--- config.mk ---
export PLATFORM = sky130hd
export DESIGN_NAME = cmd_decoder
export DESIGN_NICKNAME = d
export VERILOG_FILES = /design/src/rtl/cmd_decoder.sv
export SDC_FILE = /design/constraint.sdc
export NUM_CORES = 2
export LEC_CHECK = 0
export BUFFER_PORTS_ARGS = -buffer_cell sky130_fd_sc_hd__buf_4
export CAP_MARGIN = 20
export CORE_ASPECT_RATIO = 1.25
export CORE_MARGIN = 2
export CORE_UTILIZATION = 45
export CTS_CLUSTER_DIAMETER = 30
export DETAILED_ROUTE_END_ITERATION = 16
export SLEW_MARGIN = 20
export SYNTH_ARGS = -nofsm -noshare
export SYNTH_HDL_FRONTEND = slang
export SYNTH_SLANG_ARGS = --single-unit
--- constraint.sdc ---
create_clock -name clk -period 5.34 [get_ports clk]
set_input_delay 0 -clock clk [delete_from_list [all_inputs] [get_ports clk]]
set_output_delay 0 -clock clk [all_outputs]
set_load 0.01 [all_outputs]
--- src/rtl/cmd_decoder.sv ---
// rtl/cmd_decoder.sv - rx frame parser with packet buffer and sink replay; CMD_DEC_CRC_CHECK_EN enables CRC compare
module cmd_decoder #(
    parameter int         N_DST   = 4,
    parameter int         MAX_LEN = 255,
    parameter int         TIMEOUT = 65535,
    parameter logic [7:0] PREFIX  = 8'hA5
) (
    input  logic             clk,
    input  logic             n_rst,
    input  logic [7:0]       rx_data,
    input  logic             rx_valid,
    output logic [7:0]       wr_data,
    output logic [N_DST-1:0] wrreq_bus,
    input  logic [N_DST-1:0] full_bus,
    output logic             pkt_ok,
    output logic             err_valid,
    output logic [2:0]       err_code,
    output logic             busy
);

    localparam int DW = (N_DST > 1) ? $clog2(N_DST) : 1;
    localparam int TW = $clog2(TIMEOUT + 1);
    localparam logic [7:0]    N_DST_B  = 8'(N_DST);
    localparam logic [7:0]    MAX_B    = 8'(MAX_LEN);
    localparam logic [TW-1:0] TMO_LAST = TW'(TIMEOUT - 1);

    typedef enum logic [2:0] {
        IDLE, GET_DST, GET_LEN, GET_DATA, GET_CRC, FLUSH
    } state_t;

    state_t            state_q, state_d;
    logic [DW-1:0]     dst_q, dst_d;
    logic [7:0]        len_q, len_d;
    logic [7:0]        cnt_q, cnt_d;
    logic [7:0]        rd_q, rd_d;
    logic [TW-1:0]     tmo_q, tmo_d;
    logic [7:0]        wr_data_q, wr_data_d;
    logic [N_DST-1:0]  wrreq_q, wrreq_d;
    logic              pkt_ok_q, pkt_ok_d;
    logic              err_valid_q, err_valid_d;
    logic [2:0]        err_code_q, err_code_d;
    logic              buf_we;
    logic [7:0]        buf_q [MAX_LEN];
`ifdef CMD_DEC_CRC_CHECK_EN
    logic [7:0]        crc_q, crc_d;
`endif

    always_comb begin
        state_d     = state_q;
        dst_d       = dst_q;
        len_d       = len_q;
        cnt_d       = cnt_q;
        rd_d        = rd_q;
        tmo_d       = '0;
        wr_data_d   = wr_data_q;
        wrreq_d     = '0;
        pkt_ok_d    = 1'b0;
        err_valid_d = 1'b0;
        err_code_d  = err_code_q;
        buf_we      = 1'b0;
`ifdef CMD_DEC_CRC_CHECK_EN
        crc_d       = crc_q;
`endif
        case (state_q)
            IDLE: begin
                if (rx_valid && rx_data == PREFIX) state_d = GET_DST;
            end
            FLUSH: begin
                if (rx_valid) begin
                    err_valid_d = 1'b1;
                    err_code_d  = 3'd4;
                end
                // rd_q == len_q means the last byte went out on the previous edge
                if (rd_q == len_q) begin
                    state_d = IDLE;
                end else if (!full_bus[dst_q]) begin
                    wr_data_d      = buf_q[rd_q];
                    wrreq_d[dst_q] = 1'b1;
                    rd_d           = rd_q + 8'd1;
                end
            end
            default: begin
                if (rx_valid) begin
                    case (state_q)
                        GET_DST: begin
                            dst_d = rx_data[DW-1:0];
`ifdef CMD_DEC_CRC_CHECK_EN
                            crc_d = rx_data;
`endif
                            if (rx_data >= N_DST_B) begin
                                err_valid_d = 1'b1;
                                err_code_d  = 3'd3;
                                state_d     = IDLE;
                            end else begin
                                state_d = GET_LEN;
                            end
                        end
                        GET_LEN: begin
                            len_d = rx_data;
`ifdef CMD_DEC_CRC_CHECK_EN
                            crc_d = crc_q + rx_data;
`endif
                            if (rx_data == 8'd0 || rx_data > MAX_B) begin
                                err_valid_d = 1'b1;
                                err_code_d  = 3'd2;
                                state_d     = IDLE;
                            end else begin
                                cnt_d   = 8'd0;
                                state_d = GET_DATA;
                            end
                        end
                        GET_DATA: begin
                            buf_we = 1'b1;
`ifdef CMD_DEC_CRC_CHECK_EN
                            crc_d  = crc_q + rx_data;
`endif
                            cnt_d  = cnt_q + 8'd1;
                            if (cnt_q + 8'd1 == len_q) state_d = GET_CRC;
                        end
                        default: begin
`ifdef CMD_DEC_CRC_CHECK_EN
                            if (rx_data == crc_q) begin
                                pkt_ok_d = 1'b1;
                                rd_d     = 8'd0;
                                state_d  = FLUSH;
                            end else begin
                                err_valid_d = 1'b1;
                                err_code_d  = 3'd1;
                                state_d     = IDLE;
                            end
`else
                            pkt_ok_d = 1'b1;
                            rd_d     = 8'd0;
                            state_d  = FLUSH;
`endif
                        end
                    endcase
                end else if (tmo_q == TMO_LAST) begin
                    err_valid_d = 1'b1;
                    err_code_d  = 3'd5;
                    state_d     = IDLE;
                end else begin
                    tmo_d = tmo_q + 1'b1;
                end
            end
        endcase
    end

    always_ff @(posedge clk or negedge n_rst) begin
        if (!n_rst) begin
            state_q     <= IDLE;
            dst_q       <= '0;
            len_q       <= '0;
            cnt_q       <= '0;
            rd_q        <= '0;
            tmo_q       <= '0;
            wr_data_q   <= '0;
            wrreq_q     <= '0;
            pkt_ok_q    <= 1'b0;
            err_valid_q <= 1'b0;
            err_code_q  <= '0;
`ifdef CMD_DEC_CRC_CHECK_EN
            crc_q       <= '0;
`endif
        end else begin
            state_q     <= state_d;
            dst_q       <= dst_d;
            len_q       <= len_d;
            cnt_q       <= cnt_d;
            rd_q        <= rd_d;
            tmo_q       <= tmo_d;
            wr_data_q   <= wr_data_d;
            wrreq_q     <= wrreq_d;
            pkt_ok_q    <= pkt_ok_d;
            err_valid_q <= err_valid_d;
            err_code_q  <= err_code_d;
`ifdef CMD_DEC_CRC_CHECK_EN
            crc_q       <= crc_d;
`endif
        end
    end

    // Packet buffer keeps its contents across reset
    always_ff @(posedge clk) begin
        if (buf_we) buf_q[cnt_q] <= rx_data;
    end

    assign wr_data   = wr_data_q;
    assign wrreq_bus = wrreq_q;
    assign pkt_ok    = pkt_ok_q;
    assign err_valid = err_valid_q;
    assign err_code  = err_code_q;
    assign busy      = (state_q != IDLE);

endmodule

==> impl_metrics.xml <==
<?xml version="1.0" encoding="UTF-8"?>
<metrics>
  <group name="global_routing">
    <metric name="number_of_global_route_vias_before_repair" unit="">43700</metric>
    <metric name="grt-ovfl-total" unit="">0</metric>
    <metric name="grt_max_degree" unit="">156</metric>
    <metric name="grt_antenna_before_repair" unit="">4</metric>
    <metric name="gr-usage-all-layers" unit="%">23.4</metric>
    <metric name="grt_first_pass_wirelength" unit="mm">316</metric>
  </group>
  <group name="final_layout">
    <metric name="post-route-util" unit="%">53.2</metric>
    <metric name="fin_nets" unit="">4459</metric>
    <metric name="fill_cells" unit="">14100</metric>
    <metric name="area_growth_syn_to_layout" unit="%">18.0</metric>
    <metric name="design_area" unit="sq mm">0.0976</metric>
    <metric name="final_layout_size_suffix_gt1_share" unit="%">24.8</metric>
  </group>
  <group name="power">
    <metric name="net-switching-power" unit="uW">11600</metric>
    <metric name="worst_ir_drop_vdd" unit="V">0.000342</metric>
    <metric name="power_frac_seq" unit="%">39.3</metric>
    <metric name="comb_power_share" unit="%">12.8</metric>
    <metric name="leakage" unit="uW">0.0313</metric>
    <metric name="switching_share" unit="%">24.8</metric>
    <metric name="p_clk_share" unit="%">47.8</metric>
    <metric name="internal_power" unit="uW">35100</metric>
    <metric name="p_per_area" unit="mW/mm^2">477</metric>
    <metric name="p_total" unit="uW">46600</metric>
  </group>
  <group name="min_path">
    <metric name="hold_path.startpoint" unit="">rx_data[4]</metric>
    <metric name="timing.hold.worst_endpoint" unit="">buf_q[71][4]</metric>
    <metric name="timing.hold.worst.class" unit="">in -&gt; reg</metric>
    <metric name="holdPathStages" unit="">2</metric>
  </group>
  <group name="setup_path">
    <metric name="regToRegEndpoint" unit="">buf_q[104][0]</metric>
    <metric name="worstSetupPathType" unit="">reg -&gt; reg</metric>
    <metric name="cell_depth_of_the_worst_flop_to_flop_path" unit="">7</metric>
    <metric name="regToRegSetupSlack" unit="ns">1.27</metric>
    <metric name="critical_path.startpoint" unit="">state_q[2]</metric>
    <metric name="critPathArrivalTime" unit="ns">4.59</metric>
    <metric name="worst_setup_path_end_kind" unit="">flop</metric>
    <metric name="worst-path-max-fanout" unit="">16</metric>
    <metric name="reg2reg_from" unit="">state_q[2]</metric>
    <metric name="crit_path_start_kind" unit="">flop</metric>
    <metric name="worstPathRequired" unit="ns">5.86</metric>
  </group>
  <group name="clock_tree">
    <metric name="worstSkewPairLatency" unit="ns">0.94</metric>
    <metric name="cts.sink_count" unit="">2102</metric>
    <metric name="htreeDepth" unit="">5</metric>
    <metric name="clkSlewWorstSetupHoldPaths" unit="ns">0.06</metric>
    <metric name="cts_made_buffers" unit="">346</metric>
    <metric name="cts_tree" unit="">yes</metric>
    <metric name="cts_buffer_depth" unit="">4</metric>
    <metric name="cts_root_buffer" unit="">sky130_fd_sc_hd__clkbuf_16</metric>
  </group>
  <group name="sta">
    <metric name="rsz0062_at_grt" unit="">no</metric>
    <metric name="actual_transition_at_the_worst_max_transition_pin" unit="ns">1.12</metric>
    <metric name="worst_slew_margin_relative_to_its_limit" unit="%">25.2</metric>
    <metric name="fin_crit_sh" unit="%">76.2</metric>
    <metric name="finClkSkew" unit="ns">0.0835</metric>
    <metric name="timing.setup.tns" unit="ns">0</metric>
    <metric name="achievable-frequency" unit="MHz">246</metric>
    <metric name="hold_violations" unit="">0</metric>
    <metric name="min_clock_period_post_route" unit="ns">4.07</metric>
    <metric name="final-max-slew-violation-count" unit="">0</metric>
    <metric name="final_setup_fails" unit="">0</metric>
  </group>
  <group name="place">
    <metric name="portBuffers" unit="">32</metric>
    <metric name="hpwlAfterDp" unit="mm">132</metric>
    <metric name="postPlaceCellArea" unit="sq mm">0.0857</metric>
    <metric name="gp_routability_congestion" unit="">0.836</metric>
  </group>
  <group name="routing">
    <metric name="wire_per_inst" unit="um">30.9</metric>
    <metric name="routed_wirelength" unit="mm">220</metric>
    <metric name="drt_first_iter_violations" unit="">4187</metric>
    <metric name="drt.antenna.violating_nets" unit="">0</metric>
    <metric name="post-route-drc-count" unit="">0</metric>
    <metric name="drt-pass1-iter-count" unit="">8</metric>
    <metric name="route.detailed.vias_per_inst" unit="">5.98</metric>
    <metric name="num_vias" unit="">42500</metric>
  </group>
  <group name="synth">
    <metric name="mappedNetlistNets" unit="">4206</metric>
    <metric name="synth.lib_cells_used.distinct" unit="">75</metric>
    <metric name="synth.avg_cell_area" unit="sq um">19.8</metric>
    <metric name="post_synth_instance_area" unit="sq mm">0.0828</metric>
    <metric name="synth.ff_latch_count" unit="">2102</metric>
    <metric name="synth-edff-count" unit="">2040</metric>
    <metric name="number_of_standard_cells_after_synthesis" unit="">4184</metric>
    <metric name="postSynth.topFlopCell" unit="">sky130_fd_sc_hd__edfxtp_1</metric>
    <metric name="yosys_warnings" unit="">0</metric>
    <metric name="ys_seq_area_share" unit="%">75.9</metric>
    <metric name="synth-async-reset-ratio" unit="%">2.95</metric>
  </group>
  <group name="floorplanning">
    <metric name="die_area" unit="sq mm">0.187</metric>
    <metric name="dieWidth" unit="um">388</metric>
    <metric name="floorplan.core_area" unit="sq mm">0.183</metric>
    <metric name="start_util" unit="%">45.1</metric>
    <metric name="floorplan.rows" unit="">176</metric>
    <metric name="die-height" unit="um">484</metric>
    <metric name="io_pins" unit="">33</metric>
  </group>
  <group name="run_status">
    <metric name="status" unit="">finished, final reports clean</metric>
  </group>
  <group name="run">
    <metric name="cap_viol_max_count" unit="">0</metric>
  </group>
</metrics>
cell usage in the layout (no fill, tap or decap), types with 19 or more instances in the layout:
cell type / netlist / final
sky130_fd_sc_hd__nand2_1: 146 / 135
sky130_fd_sc_hd__mux4_2: 416 / 416
sky130_fd_sc_hd__nand3_1: 44 / 40
sky130_fd_sc_hd__inv_6: 0 / 48
sky130_fd_sc_hd__dfrtp_1: 62 / 57
sky130_fd_sc_hd__a21oi_1: 83 / 83
sky130_fd_sc_hd__edfxtp_1: 2040 / 2040
sky130_fd_sc_hd__clkbuf_16: 0 / 350
sky130_fd_sc_hd__clkinv_1: 0 / 28
sky130_fd_sc_hd__buf_4: 24 / 107
sky130_fd_sc_hd__dlygate4sd3_1: 0 / 19
sky130_fd_sc_hd__bufinv_16: 0 / 46
sky130_fd_sc_hd__clkbuf_1: 116 / 24
sky130_fd_sc_hd__o221ai_1: 100 / 100
sky130_fd_sc_hd__clkinvlp_4: 0 / 36
sky130_fd_sc_hd__mux2i_1: 243 / 243
sky130_fd_sc_hd__clkinv_2: 0 / 38
sky130_fd_sc_hd__o22ai_1: 55 / 55
sky130_fd_sc_hd__xor2_1: 24 / 24
sky130_fd_sc_hd__nor3_1: 38 / 37
sky130_fd_sc_hd__clkinv_4: 0 / 28
sky130_fd_sc_hd__o21ai_0: 60 / 60
sky130_fd_sc_hd__nor2_1: 353 / 353
sky130_fd_sc_hd__buf_12: 4 / 22
state kept, by name, indices dropped and copies added (netlist names), 3 cells and up:
register	flops
wr_data	8
len_q	8
state_q	3
tmo_q	16
wrreq_bus	4
buf_q	2040
cnt_q	8
rd_q	8
err_code	3
cell type report:
type	count	area (sq um)	share of cell area, %
Tap cell	2403	3010	3.08
Timing Repair Buffer	158	1590	1.63
Clock buffer	375	8860	9.08
Multi-Input combinational cell	1817	18500	18.9
Sequential cell	2102	62800	64.3
Clock inverter	239	2820	2.89
Antenna cell	6	15.0	0.0154
Inverter	12	51.3	0.0525
cells in the mapped netlist, types with 7 or more instances:
cell type	n	area (sq um)
sky130_fd_sc_hd__o221ai_1	100	876
sky130_fd_sc_hd__nor3_1	38	190
sky130_fd_sc_hd__nand3_1	44	220
sky130_fd_sc_hd__mux4_2	416	9370
sky130_fd_sc_hd__o31a_1	10	87.6
sky130_fd_sc_hd__xor2_1	24	210
sky130_fd_sc_hd__o21ai_0	60	300
sky130_fd_sc_hd__a21oi_1	83	415
sky130_fd_sc_hd__dfrtp_1	62	1550
sky130_fd_sc_hd__nor4_1	12	75.1
sky130_fd_sc_hd__a2111oi_0	12	105
sky130_fd_sc_hd__edfxtp_1	2040	61300
sky130_fd_sc_hd__nand2b_1	8	50.1
sky130_fd_sc_hd__buf_4	24	180
sky130_fd_sc_hd__nand2_1	146	548
sky130_fd_sc_hd__a22oi_1	14	105
sky130_fd_sc_hd__mux2_2	12	135
sky130_fd_sc_hd__xnor2_1	18	158
sky130_fd_sc_hd__mux2i_1	243	2430
sky130_fd_sc_hd__buf_6	45	507
sky130_fd_sc_hd__buf_2	41	205
sky130_fd_sc_hd__o22ai_1	55	344
sky130_fd_sc_hd__and3_1	15	93.8
sky130_fd_sc_hd__inv_1	11	41.3
sky130_fd_sc_hd__ha_1	7	87.6
sky130_fd_sc_hd__nor2_1	353	1330
sky130_fd_sc_hd__clkbuf_1	116	435
sky130_fd_sc_hd__buf_1	17	63.8
sky130_fd_sc_hd__nand4_1	12	75.1
sky130_fd_sc_hd__nand3b_1	8	60.1
sky130_fd_sc_hd__a31oi_1	10	62.6
sky130_fd_sc_hd__nor2b_1	8	50.1
sky130_fd_sc_hd__o31ai_1	15	113
power groups by stage:
| stage | registers [uW] | logic [uW] | clock network (uW) |
|---|---|---|---|
| 2_1_floorplan | 18600 | 4190 | 0 |
| 3_3_place_gp | 18700 | 5980 | 0 |
| 3_5_place_dp | 18700 | 6010 | 0 |
| 4_1_cts | 18300 | 6050 | 22500 |
| 5_1_grt | 18300 | 6300 | 23300 |
| 6_report | 18300 | 5980 | 22300 |
worst max-delay path by stage:
stage	end	slack [ns]	depth (start not counted)
CTS	buf_q[104][0]	1.22	7
global route	state_q[1]	1.18	9
finish	buf_q[104][0]	1.27	7
global placement	buf_q[105][0]	1.22	7
floorplan	buf_q[63][0]	2.75	5
detailed placement	buf_q[104][0]	1.28	6
worst max-delay path: stages (launching register included):
cell and delay (ns):
sky130_fd_sc_hd__dfrtp_1 0.44, sky130_fd_sc_hd__nor2b_1 0.19, sky130_fd_sc_hd__nand2_1 0.14, sky130_fd_sc_hd__nor2_1 0.55
sky130_fd_sc_hd__nand2_1 0.14, sky130_fd_sc_hd__nor2_1 0.64, sky130_fd_sc_hd__nand2_1 0.63, sky130_fd_sc_hd__nor2_1 0.91
cell families (layout without fill, tap and decap cells):
family,after synthesis,in the layout,share of synthesized area [%]
AOI/OAI and AO/OA,416,416,3.50
DFF,2102,2102,75.9
other,0,6,0
adders and majority gates,7,7,0.106
xor gates and xnor gates,43,43,0.473
muxes,677,677,14.6
and+or+nand+nor,674,674,3.52
buffers and inverters,265,784,1.93
per-layer routing:
layer / global-route usage (%) / wire (um) / vias up
met1: 29.9 / 85200 / 22600
met3: 4.42 / 14800 / 368
met2: 39.7 / 112000 / 1752
li1: - / - / 17800
met4: 9.27 / 7730 / 0
met5: 0 / 0 / -
through the flow:
step	setup slack [ns]	hold WS, ns	std cells
global placement	1.22	0.214	6472
finish	1.27	0.0422	7112
detailed placement	1.28	0.220	6472
global route	1.18	0.0484	7108
floorplan	2.75	-0.296	4184
CTS	1.22	0.00222	7106
timing repair:
item                      in CTS  in global routing
resized for setup              0                  0
setup buffers                  0                  0
hold buffers                  20                  0
hold endpoints to repair     996                  0
(Power assumes the default switching activity.)
